==> config.mk <==
export PLATFORM = sky130hd
export DESIGN_NAME = uart_rx
export DESIGN_NICKNAME = d
export VERILOG_FILES = /design/src/rtl/uart_rx.sv
export SDC_FILE = /design/constraint.sdc
export NUM_CORES = 1
export LEC_CHECK = 0
export ABC_AREA = 1
export BUFFER_PORTS_ARGS = -buffer_cell sky130_fd_sc_hd__buf_2
export CORE_MARGIN = 2
export CORE_UTILIZATION = 41
export CTS_CLUSTER_DIAMETER = 120
export DETAILED_ROUTE_END_ITERATION = 8
export PLACE_DENSITY = 0.56
export SLEW_MARGIN = 0
export SYNTH_ARGS = -nofsm -noshare
export SYNTH_HDL_FRONTEND = slang
export SYNTH_SLANG_ARGS = --single-unit
==> constraint.sdc <==
create_clock -name clk -period 2.2 [get_ports clk]
set_input_delay 0 -clock clk [delete_from_list [all_inputs] [get_ports clk]]
set_output_delay 0 -clock clk [all_outputs]
set_load 0.005 [all_outputs]
==> src/rtl/uart_rx.sv <==
// UART receiver: 16x oversampled start/data/stop deserializer with framing-error flag.
// Latency: 2-clk synchronizer + 1 clk + (8 + 16*NB_DATA + SB_TICK) ticks + 1 clk to o_rx_done.
// Backpressure: none; o_rx_done is a one-cycle strobe, o_data holds until the next frame.
module uart_rx #(
    parameter int NB_DATA     = 8,
    parameter int SB_TICK     = 16,
    parameter int NB_TICK_CNT = 5,
    parameter int NB_BIT_CNT  = 3
) (
    input  logic               clk,
    input  logic               i_rst_n,
    input  logic               i_tick,
    input  logic               i_rx,
    output logic [NB_DATA-1:0] o_data,
    output logic               o_rx_done,
    output logic               o_frame_err
);

    typedef enum logic [1:0] {
        IDLE  = 2'd0,
        START = 2'd1,
        DATA  = 2'd2,
        STOP  = 2'd3
    } state_t;

    localparam logic [NB_TICK_CNT-1:0] TICK_MID  = NB_TICK_CNT'(7);
    localparam logic [NB_TICK_CNT-1:0] TICK_LAST = NB_TICK_CNT'(15);
    localparam logic [NB_TICK_CNT-1:0] TICK_STOP = NB_TICK_CNT'(SB_TICK - 1);
    localparam logic [NB_BIT_CNT-1:0]  BIT_LAST  = NB_BIT_CNT'(NB_DATA - 1);

    logic [1:0]             sync_q;
    logic                   rx_s;

    state_t                 state, state_nx;
    logic [NB_TICK_CNT-1:0] s, s_nx;
    logic [NB_BIT_CNT-1:0]  n, n_nx;
    logic [NB_DATA-1:0]     shreg, shreg_nx;
    logic                   armed, armed_nx;
    logic [NB_DATA-1:0]     data_nx;
    logic                   done_nx;
    logic                   err_nx;

    // Both flops reset high so the line reads idle straight out of reset.
    always_ff @(posedge clk or negedge i_rst_n) begin
        if (!i_rst_n) begin
            sync_q <= 2'b11;
        end else begin
            sync_q <= {sync_q[0], i_rx};
        end
    end

    assign rx_s = sync_q[1];

    always_ff @(posedge clk or negedge i_rst_n) begin
        if (!i_rst_n) begin
            state       <= IDLE;
            s           <= '0;
            n           <= '0;
            shreg       <= '0;
            armed       <= 1'b0;
            o_data      <= '0;
            o_rx_done   <= 1'b0;
            o_frame_err <= 1'b0;
        end else begin
            state       <= state_nx;
            s           <= s_nx;
            n           <= n_nx;
            shreg       <= shreg_nx;
            armed       <= armed_nx;
            o_data      <= data_nx;
            o_rx_done   <= done_nx;
            o_frame_err <= err_nx;
        end
    end

    always_comb begin
        state_nx = state;
        s_nx     = s;
        n_nx     = n;
        shreg_nx = shreg;
        armed_nx = armed;
        data_nx  = o_data;
        done_nx  = 1'b0;
        err_nx   = o_frame_err;

        case (state)
            IDLE: begin
                // A start is only trusted once the line has been seen idle,
                // which rejects the tail of a break or an interrupted frame.
                if (rx_s) begin
                    armed_nx = 1'b1;
                end
                if (armed && !rx_s) begin
                    state_nx = START;
                    s_nx     = '0;
                    armed_nx = 1'b0;
                end
            end

            START: begin
                if (i_tick) begin
                    if (s == TICK_MID) begin
                        s_nx = '0;
                        if (!rx_s) begin
                            state_nx = DATA;
                            n_nx     = '0;
                        end else begin
                            state_nx = IDLE;
                        end
                    end else begin
                        s_nx = s + NB_TICK_CNT'(1);
                    end
                end
            end

            DATA: begin
                if (i_tick) begin
                    if (s == TICK_LAST) begin
                        s_nx     = '0;
                        shreg_nx = {rx_s, shreg[NB_DATA-1:1]};
                        if (n == BIT_LAST) begin
                            state_nx = STOP;
                        end else begin
                            n_nx = n + NB_BIT_CNT'(1);
                        end
                    end else begin
                        s_nx = s + NB_TICK_CNT'(1);
                    end
                end
            end

            STOP: begin
                if (i_tick) begin
                    if (s == TICK_STOP) begin
                        s_nx     = '0;
                        state_nx = IDLE;
                        data_nx  = shreg;
                        err_nx   = ~rx_s;
                        done_nx  = 1'b1;
                    end else begin
                        s_nx = s + NB_TICK_CNT'(1);
                    end
                end
            end

            default: begin
                state_nx = IDLE;
            end
        endcase
    end

endmodule

* Yosys cells after proc, flatten, opt, wreduce, memory -nomap -nowiden *
Index checks and enable logic that the tools add are counted.

word-level totals
  bits in registers = 31
  bits of input ports = 4
  word-level logic and storage cells = 69

cells by class
  $add $sub $neg = 2
  eq/ne operators = 17
  multiplexer cells = 28
  bitwise logic cells = 1
  reduce and logical (&&, ||, !) cells = 12

operator list
  kind                 number
  $mux 5               5
  $ne 2x2->1 const B   10
  $mux 2               9
  $mux 3               6
  $pmux 5 s3           1
  $reduce_and 3->1     3
  $pmux 2 s4           1
  $reduce_and 8->1     1
  $reduce_and 7->1     1
  $pmux 3 s2           1
  $add 5x1->5 const B  1
  $eq 5x3->1 const B   1
  $eq 5x4->1 const B   1
  $mux 1               5
  $eq 2x2->1 const B   2
  $reduce_bool 2->1    2
  $add 3x1->3 const B  1
  $eq 3x3->1 const B   1
  $eq 2x1->1 const B   1
  $logic_not 2->1      1
  $ne 2x1->1 const B   1
  $reduce_and 2->1     1
  $reduce_or 2->1      1
  $logic_and 1x1->1    1
  2 further kinds      2

* Logic depth before layout (Yosys ltp) *
Gate-level depths: netlist of the first run.

  depth after elaboration = 5
  depth in mapped cells = 10

* Worst setup path before layout of the first run *
No wires, ideal clock.

  kind = register -> register
  start point = register s[0]
  end point = register s[4]
  setup time = 83 ps
  arrival = 1253 ps
  slack = 864 ps
  cell stages (with the launch flop) = 9
  clock period less this slack = 1336 ps
  cells stage by stage = dfrtp_1 > ha_1 > nand2_1 > inv_1 > nand2_1 > ha_1 > o21ai_0 > nand2_1 > o21ai_0

between the ends
  cells in the longest elaborated chain, start to end = 4
  elaborated cells between the ends (all ways) = 8
  classes of those cells = add/sub: 1; eq/ne: 2; mux: 5

ends and longest elaborated chain
  element                              RTL line       text
  start: declaration                   35             logic [NB_TICK_CNT-1:0] s, s_nx;
  start signal: assignment             66             s <= s_nx;
  $add 5x1->5 (tied with other cells)  111, 127, 141
  $mux 5 (on tied branches)            118, 134, 102
  $mux 5 (on tied branches)            133, 101
  $pmux 5 s3 (*)                       86             case (state)

Mark *: on every way between the ends. The rest lies on a longest branch, timed or not. The select of a mux whose other input is x is not followed.
A chain may end at the register's enable or synchronous reset.

* Final worst setup path of the first run *
  start point = register s[0]
  end point = register shreg[7]

between the ends
  cells in the longest elaborated chain, start to end = 2

ends and longest elaborated chain
  element                            RTL line  text
  $eq 5x4->1                         118       if (s == TICK_LAST) begin
  $reduce_and 3->1 (no source line)  -
  end signal: assignment             68        shreg <= shreg_nx;
  end: declaration                   37        logic [NB_DATA-1:0] shreg, shreg_nx;

No other way between the ends.

==> results of run 1 <==
==> final timing paths <==
check	from	endpoint	slack (ps)	cells after the start
setup / recovery	s[0]	shreg[7]	620	6
hold / removal	i_tick	s[1]	130	3
setup reg to reg	s[0]	shreg[7]	620	6
hold reg to reg	sync_q[0]	sync_q[1]	360	0
max in group asynchronous	i_rst_n	o_data[4]	1470	2
min in group asynchronous	i_rst_n	state[0]	290	2
==> power groups by stage <==
stage	sequential [mW]	clock, mW	combinational, mW
floorplan	0.673	0	0.415
finish	0.733	0.485	0.394
global route	0.742	0.531	0.458
CTS	0.733	0.499	0.398
detailed placement	0.743	0	0.395
global placement	0.738	0	0.393
==> cell usage in the layout (no fill, tap or decap), drive strengths merged <==
master,n
a21oi,2
buf,13
clkbuf,8
dfrtp,29
dfstp,2
dlygate4sd3,2
ha,4
inv,20
nand2,57
nand3,7
nand3b,2
nand4,2
nor2,6
nor3,1
o21ai,23
xor2,1
==> kinds of logic (layout without fill, tap and decap cells) <==
logic type,count (synthesis),in the layout
DFF,31,31
buffers and inverters,24,43
AOI/OAI and AO/OA,25,25
adders and majority gates,4,4
xor gates and xnor gates,1,1
and+or+nand+nor,75,75
==> layout make-up <==
class	instances	area, µm²	share of cell area [%]
repair buffers	15	85.1	4.91
well taps	48	60.1	3.47
clock buffers	8	100	5.78
flip-flops and latches	31	778	44.9
inverters	20	82.6	4.77
multi-input cells	105	626	36.1
==> timing repair <==
action,CTS,global route
buffers inserted,0,0
setup endpoints to repair,0,0
hold buffers,2,0
hold endpoints to repair,30,0
==> Yosys cell counts <==
master    number  area (µm²)
a21oi_1        2        10.0
buf_6          4        45.0
dfrtp_1       29         726
dfstp_2        2        52.6
ha_1           4        50.1
inv_1         16        60.1
inv_2          2        7.51
inv_4          1        6.26
inv_6          1        8.76
nand2_1       51         191
nand2_2        5        31.3
nand2_4        1        11.3
nand3_1        6        30.0
nand3_2        1        10.0
nand3b_1       2        15.0
nand4_2        1        12.5
nand4_4        1        21.3
nor2_1         3        11.3
nor2_4         2        22.5
nor2_8         1        20.0
nor3_1         1        5.00
o21ai_0        4        20.0
o21ai_1        3        15.0
o21ai_2       16         140
xor2_1         1        8.76
==> per-layer routing <==
metal | global-route usage [%] | vias to the layer above
met2 | 19.5 | 16
met3 | 6.85 | 6
met1 | 17.7 | 480
li1 | - | 544
met4 | 6.25 | 0
met5 | 0 | -
==> stage by stage <==
step | hold WS, ps | cell area [µm²] | setup WS [ps]
after floorplan | -296 | 1530 | 864
after global placement | 78.2 | 1610 | 647
after detailed placement | 84.7 | 1610 | 632
after CTS | 128 | 1730 | 605
after global routing | 158 | 1730 | 488
final | 130 | 1730 | 624
==> flip-flops by register name, indices dropped and copies added (netlist names), 2 cells and up, named ones only <==
register  flops
n             3
o_data        8
s             5
shreg         8
sync_q        2
==> worst max-delay path: stages, from the launching register on <==
cell and delay [ps]:
dfrtp_1 390, ha_1 220, nand4_2 160, inv_2 120, nand3_2 310, nand2_1 180, o21ai_2 60
==> metrics.md, run 1 <==
| Metric | Value |
|---|---|
| Number of unique standard cell types used by synthesis | `25` |
| Die area | `between 0.004 and 0.005 mm²` |
| Total Neg Setup Slack | `0 ps` |
| Die Y | `between 60 and 70 µm` |
| Initial antenna violation count | `0` |
| Total GRT Usage | `between 10 and 15%` |
| Worst hold path type | `primary input to flop` |
| Synthesized net count | `168` |
| H-tree depth | `2` |
| First-pass GRT wire length | `4.33 mm` |
| Vias in the first global route | `996` |
| Crit path max fanout | `16` |
| Combinational cell fraction of total power | `between 20% and 30%` |
| Fmax | `approximately 0.63 GHz` |
| DRC viols | `0` |
| Via count | `1046` |
| Final setup viols | `0` |
| Hpwl dp | `roughly 1.8 mm` |
| CTS max path bufs | `2` |
| Sw power | `around 0.56 mW` |
| Post-Synthesis Cells | `160` |
| Pwr Total | `roughly 1.6 mW` |
| Worst skew pair latency | `around 280 ps` |
| Mux cell area share after synthesis | `0%` |
| Seq/Total Area, Yosys | `between 50% and 60%` |
| Diodes inserted | `0` |
| DRT iter0 DRCs | `between 60 and 70` |
| Leakage power | `0.878 nW` |
| VDD IR max | `0.000396 V` |
| Top Metal Used | `met4` |
| Clock sinks | `31` |
| Total gr overflow | `0` |
| Crit path DAT | `between 1500 and 2000 ps` |
| CP Launch Type | `flop` |
| Largest net degree at the start of global routing | `32` |
| Hold Fails Final Rpt | `0` |
| Power share of the sequential group | `about 46%` |
| Layout Skew | `~2.9 ps` |
| Data required time of the worst path | `around 2400 ps` |
| Crit path kind | `flop to flop` |
| Max Slew Vio Count | `0` |
| Die width | `about 65 µm` |
| Run status | `finished, final reports clean` |
| Top Ports | `14` |
| Reported max-cap violation count | `0` |
| Root buf cell | `clkbuf_8` |
| Syn Area/Cell | `about 9.6 µm²` |
| Area share of fa/ha/maj cells after synthesis | `around 3.3%` |
| Worst-path clk slew | `~60 ps` |
| # rows | `22` |
| WL per Instance | `around 11 µm` |
| Dpl cells | `around 220` |
| Non-Filler Instances | `around 230` |
| Worst slew pin tran | `a little under 700 ps` |
| CTS buffer count | `5` |
| Fin crit share | `approximately 70%` |
| Clock power frac | `30.1%` |
| Cell Int Power | `approximately 1.1 mW` |
| First-pass DRT Iterations | `5` |
| Area delta synth->final | `13.1%` |
| Routed WL | `2.40 mm` |
| Sw frac | `between 30% and 40%` |
| Tmin final | `around 1600 ps` |
| Initial Util | `a little over two fifths` |
| Synth warn | `0` |
| Post-Synth Simple-Gate Area | `around a quarter` |
| P per Cell Area | `roughly 930 mW/mm²` |
| Final Util | `between 40% and 50%` |
| Met3 routed WL | `between 100 and 150 µm` |
| Met2 WL | `just over 1 mm` |
| Largest family of logic cells by synthesized area | `simple AND/OR/NAND/NOR gates` |
| Core area | `0.00363 mm²` |
| Via density | `around 4.6` |
| Share of cells above drive strength 1 | `between 30% and 40%` |
| CP Capture Type | `flop` |
| Fillers | `roughly 370` |
| Layout Nets | `186` |
| RSZ-0062 raised after global routing | `false` |
| #FFs+latches synth | `31` |
| Synth Cell Area | `0.00153 mm²` |
| Final ANT Viol Nets | `0` |
| GP Congestion | `roughly 0.9` |
| Worst slew margin | `a little under three fifths` |
| Post-synthesis compound-gate area fraction | `between 10% and 20%` |
| Post-CTS sizing | `0` |
| DRT met1 WL | `1.22 mm` |
| CTS tree | `yes` |
| Xor-xnor portion of the synthesized cell area | `less than 1%` |
| IO Port Bufs | `13` |
Power figures use the tool's default switching activity.
==> run 2, diff against run 1 <==
==> constraint.sdc (replaced) <==
create_clock -name clk -period 1.57 [get_ports clk]
set_input_delay 0 -clock clk [delete_from_list [all_inputs] [get_ports clk]]
set_output_delay 0 -clock clk [all_outputs]
set_load 0.005 [all_outputs]
==> run 2 against run 1 <==
Against the previous run: global-route usage grew 0.54 points; power increased by 52%; critical endpoint is now s[0]; register-to-register slack worse by 510 ps; cell count is 2.2% higher; first-iteration DRC count shrank 26%; die area is the same.
==> metrics.md, run 2 (synthesized netlist as in run 1, its figures left out) <==
| Metric | Value |
|---|---|
| Root buf cell | `clkbuf_8` |
| Layout Skew | `between 5 and 6 ps` |
| CTS buffer count | `5` |
| Clock sinks | `31` |
| Via count | `between 1k and 1.5k` |
| CP Capture Type | `flop` |
| Reported max-cap violation count | `0` |
| Die Y | `65.1 µm` |
| Fin crit share | `92.7%` |
| Pwr Total | `~2.5 mW` |
| Data required time of the worst path | `between 1500 and 2000 ps` |
| Final Util | `between 40% and 50%` |
| Vias in the first global route | `between 1k and 1.5k` |
| Leakage power | `between 0.9 and 1 nW` |
| Top Ports | `14` |
| H-tree depth | `2` |
| DRT iter0 DRCs | `between 40 and 50` |
| Core area | `roughly 0.0036 mm²` |
| Initial antenna violation count | `0` |
| Diodes inserted | `0` |
| Final setup viols | `0` |
| Routed WL | `about 2.6 mm` |
| Most common cell after layout, fill and taps aside | `nand2_1` |
| IO Port Bufs | `13` |
| Die width | `about 65 µm` |
| VDD IR max | `approximately 0.00057 V` |
| Crit path max fanout | `3` |
| Largest net degree at the start of global routing | `32` |
| Worst hold path type | `primary input to flop` |
| Fmax | `between 0.6 and 0.7 GHz` |
| Area delta synth->final | `18.0%` |
| Most frequent cells in the layout | `nand2_1 (51), dfrtp_1 (27), inv_1 (16), o21ai_2 (16), buf_2 (13)` |
| Worst slew pin tran | `between 600 and 700 ps` |
| Top Registers | `o_data: 8 flops, shreg: 8 flops, s: 5 flops` |
| Worst slew margin | `a little over half` |
| Total gr overflow | `0` |
| CTS tree | `yes` |
| Total GRT Usage | `between 10 and 15%` |
| Hold Fails Final Rpt | `0` |
| Run status | `finished, final reports clean` |
| Crit path kind | `flop to flop` |
| Share of cells above drive strength 1 | `about a third` |
| Via density | `around 4.7` |
| R2R cell count | `8` |
| WL per Instance | `approximately 11 µm` |
| # rows | `22` |
| Worst skew pair latency | `between 200 and 300 ps` |
| First-pass DRT Iterations | `4` |
| Crit path DAT | `~1700 ps` |
| P per Cell Area | `roughly 1400 mW/mm²` |
| Fillers | `380` |
| Final ANT Viol Nets | `0` |
| Layout Nets | `191` |
| GP Congestion | `roughly 0.84` |
| First-pass GRT wire length | `4.54 mm` |
| Initial Util | `between 40% and 50%` |
| DRC viols | `0` |
| Tmin final | `approximately 1500 ps` |
| CP Launch Type | `flop` |
| WHS Path Cells | `3` |
| Hpwl dp | `around 1.8 mm` |
| CTS max path bufs | `2` |
| Die area | `roughly 0.0042 mm²` |
| Worst-path clk slew | `60 ps` |
| Max Slew Vio Count | `0` |
-- run 2: layer usage --
layer	vias to the layer above	share of wire, %	track usage, %
li1	551	-	-
met1	512	46	17.5
met2	13	49	22.8
met3	5	3.4	4.97
met4	0	1.4	6.51
met5	-	0	0
-- run 2: layout make-up --
cell class	count	area, µm²	share of cell area, %
flip-flops and latches	31	781	43.2
inverters	20	82.6	4.57
clock inverters	2	35.0	1.94
multi-input cells	105	631	34.9
well taps	48	60.1	3.32
repair buffers	20	135	7.48
clock buffers	6	82.6	4.57
-- run 2: worst paths after layout --
path | slack (ps) | end | startpoint
setup reg to reg | 120 | s[0] | s[1]
min in group asynchronous | 300 | asynchronous set/reset pin | i_rst_n
max in group asynchronous | 800 | state[0] | i_rst_n
hold reg to reg | 360 | sync_q[1] | sync_q[0]
hold / removal | 160 | s[3] | i_tick
setup / recovery | 120 | s[0] | s[1]
-- run 2: worst max-delay path: stages, from the launching register on --
cell and delay [ps]:
dfrtp_1 400, ha_2 200, nand2_1 90, inv_1 60, nand2_1 60, nand2_1 80, nand2_1 140, nand3_1 160
o21ai_1 190
-- run 2: report_power, final --
part	internal, mW	leakage [nW]	switching (mW)	total [mW]
Sequential	0.889	0.417	0.141	1.03
Clock	0.513	0.0612	0.291	0.804
Combinational	0.229	0.435	0.393	0.622
-- run 2: metrics by stage --
step | hold WS (ps) | cell area (µm²) | setup WS (ps) | std cells | TNS, ps
2_1_floorplan | -296 | 1530 | 234 | 160 | 0
3_3_place_gp | 74.0 | 1620 | 109 | 218 | 0
3_5_place_dp | 88.6 | 1620 | 41.8 | 218 | 0
4_1_cts | 137 | 1760 | 25.0 | 228 | 0
5_1_grt | 163 | 1810 | -10.7 | 232 | -20.2
6_report | 156 | 1810 | 115 | 232 | 0
-- run 2: timing repair --
item                                   CTS  global route
buffers inserted                         0             4
setup endpoints to repair                0            18
endpoints found under the hold margin   30             0
hold buffers                             2             0
resized for setup                        0             5
==> run 3, diff against run 2 <==
--- a/config.mk
+++ b/config.mk
@@ -11,7 +11,8 @@
 export CORE_UTILIZATION = 41
 export CTS_CLUSTER_DIAMETER = 120
 export DETAILED_ROUTE_END_ITERATION = 8
-export PLACE_DENSITY = 0.56
+export HOLD_SLACK_MARGIN = 0.03
+export PLACE_DENSITY = 0.64
 export SLEW_MARGIN = 0
 export SYNTH_ARGS = -nofsm -noshare
 export SYNTH_HDL_FRONTEND = slang
==> run 3 against run 2 <==
Against the previous run: clock power shrank 14%; die area is the same; count of clock-buffer cells in the layout grew 1; sequential power is essentially flat; clock skew grew 1.7 ps; via count shrank 1.6%; critical path type unchanged; largest cell class unchanged.
==> metrics.md, run 3 (synthesized netlist as in run 1, its figures left out) <==
| Metric | Value |
|---|---|
| Crit path kind | `flop to flop` |
| Crit path max fanout | `4` |
| VDD IR max | `just under 0.0006 V` |
| First-pass GRT wire length | `around 4.3 mm` |
| Diodes inserted | `0` |
| Die area | `0.00424 mm²` |
| Most frequent cells in the layout | `nand2_1 (51), dfrtp_1 (27), inv_1 (16), o21ai_2 (16), buf_2 (13)` |
| Final ANT Viol Nets | `0` |
| Via density | `around 4.6` |
| First-pass DRT Iterations | `5` |
| Critical-path cell list | `ha_1, ha_1, inv_1, nand2_2, nand2_1, inv_2, nor2_4, nand2_2, nand2_1, nand2_1` |
| Total gr overflow | `0` |
| R2R Setup Slk | `about 160 ps` |
| Worst hold path type | `primary input to flop` |
| H-tree depth | `2` |
| DRC viols | `0` |
| Crit-path leading delay family | `simple AND/OR/NAND/NOR gates` |
| Stages on worst setup path | `10` |
| Hold_ws | `roughly 110 ps` |
| Pwr Total | `~2.3 mW` |
| Run status | `finished, final reports clean` |
| R2R cell count | `10` |
| Final setup viols | `0` |
| RSZ-0062 raised after global routing | `false` |
| Vias in the first global route | `roughly 1000` |
| GP Congestion | `0.841` |
| Hold Fails Final Rpt | `0` |
| Share of cells above drive strength 1 | `34.8%` |
| Hpwl dp | `1.72 mm` |
| Sw power | `between 0.8 and 0.9 mW` |
| Total Neg Setup Slack | `0 ps` |
| Worst Setup SP | `n[0]` |
| Post-route setup slack | `around 160 ps` |
| Buf/Inv on CP | `2` |
| Core area | `roughly 0.0036 mm²` |
| Top Ports | `14` |
| Clock power frac | `just under 30%` |
| Most common cell after layout, fill and taps aside | `nand2_1` |
| Max Slew Vio Count | `0` |
| Fillers | `324` |
| CTS max path bufs | `2` |
| Clock sinks | `31` |
| CTS tree | `yes` |
| P per Cell Area | `between 1000 and 1500 mW/mm²` |
| Initial Util | `42.1%` |
| Critical Path Max Stage Delay | `roughly 380 ps` |
| Via count | `roughly 1.1k` |
| Worst slack at placement | `58.8 ps` |
| Worst skew pair latency | `about 280 ps` |
| Initial antenna violation count | `0` |
| CP Launch Type | `flop` |
| Reg-to-reg critical path endpoint | `n[1]` |
| Die Y | `65.1 µm` |
| Tmin final | `~1400 ps` |
| Fin crit share | `89.8%` |
| Power share of the sequential group | `44.2%` |
| Top Registers | `o_data: 8 flops, shreg: 8 flops, s: 5 flops` |
| Layout Nets | `around 190` |
| CP Capture Type | `flop` |
| Die width | `approximately 65 µm` |
| Combinational cell fraction of total power | `26.0%` |
| Fmax | `approximately 0.7 GHz` |
| IO Port Bufs | `13` |
| Sw frac | `between 30% and 40%` |
| Crit-path most repeated cell | `nand2_1` |
| Worst slew pin tran | `approximately 660 ps` |
| Routed WL | `around 2.4 mm` |
| Multi-input gate area | `between 600 and 700 µm²` |
| Area delta synth->final | `17.1%` |
| Crit Reg-Reg Startpoint | `n[0]` |
| Leakage power | `0.902 nW` |
| Layout Skew | `6.72 ps` |
| Reported max-cap violation count | `0` |
| WL per Instance | `roughly 10 µm` |
| Crit path DAT | `1580 ps` |
| Cell Int Power | `between 1.5 and 2 mW` |
| Worst Setup EP | `n[1]` |
| Largest net degree at the start of global routing | `32` |
| Data required time of the worst path | `around 1700 ps` |
| Root buf cell | `clkbuf_8` |
| Slowest-stage cell, CP | `dfrtp_1` |
| # rows | `22` |
| DRT iter0 DRCs | `82` |
| Register area | `781 µm²` |
| CTS buffer count | `5` |
| Worst-path clk slew | `approximately 70 ps` |
| Worst slew margin | `55.9%` |
| Total GRT Usage | `between 10% and 20%` |
[run 3: changes by cell type in the layout (fill, tap and decap cells not counted), sizes merged]
cell	before	now
bufinv	1	0
clkbuf	6	7
clkinv	1	0
clkinvlp	0	1
[run 3: repair_timing]
action / CTS / global route
endpoints found under the setup margin: 0 / 15
resized for setup: 0 / 5
hold buffers: 2 / 0
endpoints found under the hold margin: 30 / 0
setup buffers: 0 / 4
[run 3: cell type report]
class                           instances  share of cell area (%)
Clock buffer                            7                    5.37
Sequential cell                        31                    43.5
Inverter                               20                    4.61
Multi-Input combinational cell        105                    35.2
Tap cell                               48                    3.35
Timing Repair Buffer                   20                    7.54
Clock inverter                          1                   0.419
[run 3: worst reg2reg max path, delay by kind of cell (launching register included)]
family | cells | cell delay [ps]
and+or+nand+nor | 6 | 440
DFF | 1 | 380
adders and majority gates | 2 | 370
buffers and inverters | 2 | 100
[run 3: worst min-delay path by stage]
stage / from / endpoint / slack, ps / cells past startpoint
finish: i_tick / s[0] / 110 / 3
detailed placement: i_rst_n / s[4] / 80 / 1
floorplan: i_rst_n / asynchronous set/reset pin / -300 / 0
global route: i_tick / s[3] / 130 / 3
CTS: i_tick / s[0] / 110 / 3
global placement: i_rst_n / s[4] / 70 / 1
[run 3: metrics by stage]
step                      util (%)  instance area (µm²)  cells
final                         49.3                 1790    232
after global routing          49.3                 1790    232
after CTS                     48.0                 1740    228
after detailed placement      44.6                 1620    218
after global placement        44.6                 1620    218
after floorplan                  -                 1530    160
[run 3: layer usage]
layer  vias to the layer above  GRT usage [%]  wire (µm)  part of all wire (%)
met3                         5           3.94        105                   4.3
met4                         0           7.55         29                   1.2
met2                        18           20.5       1100                    45
met1                       493           17.2       1180                    49
met5                         -              0          0                     0
li1                        548              -          -                     -
[run 3: power by group through the flow]
stage                     Clock (mW)  Combinational, mW  Sequential (mW)
after floorplan                    0              0.582            0.943
after global placement             0              0.540             1.03
after detailed placement           0              0.550             1.04
after CTS                      0.715              0.555             1.03
after global routing           0.752              0.700             1.04
final                          0.692              0.607             1.03
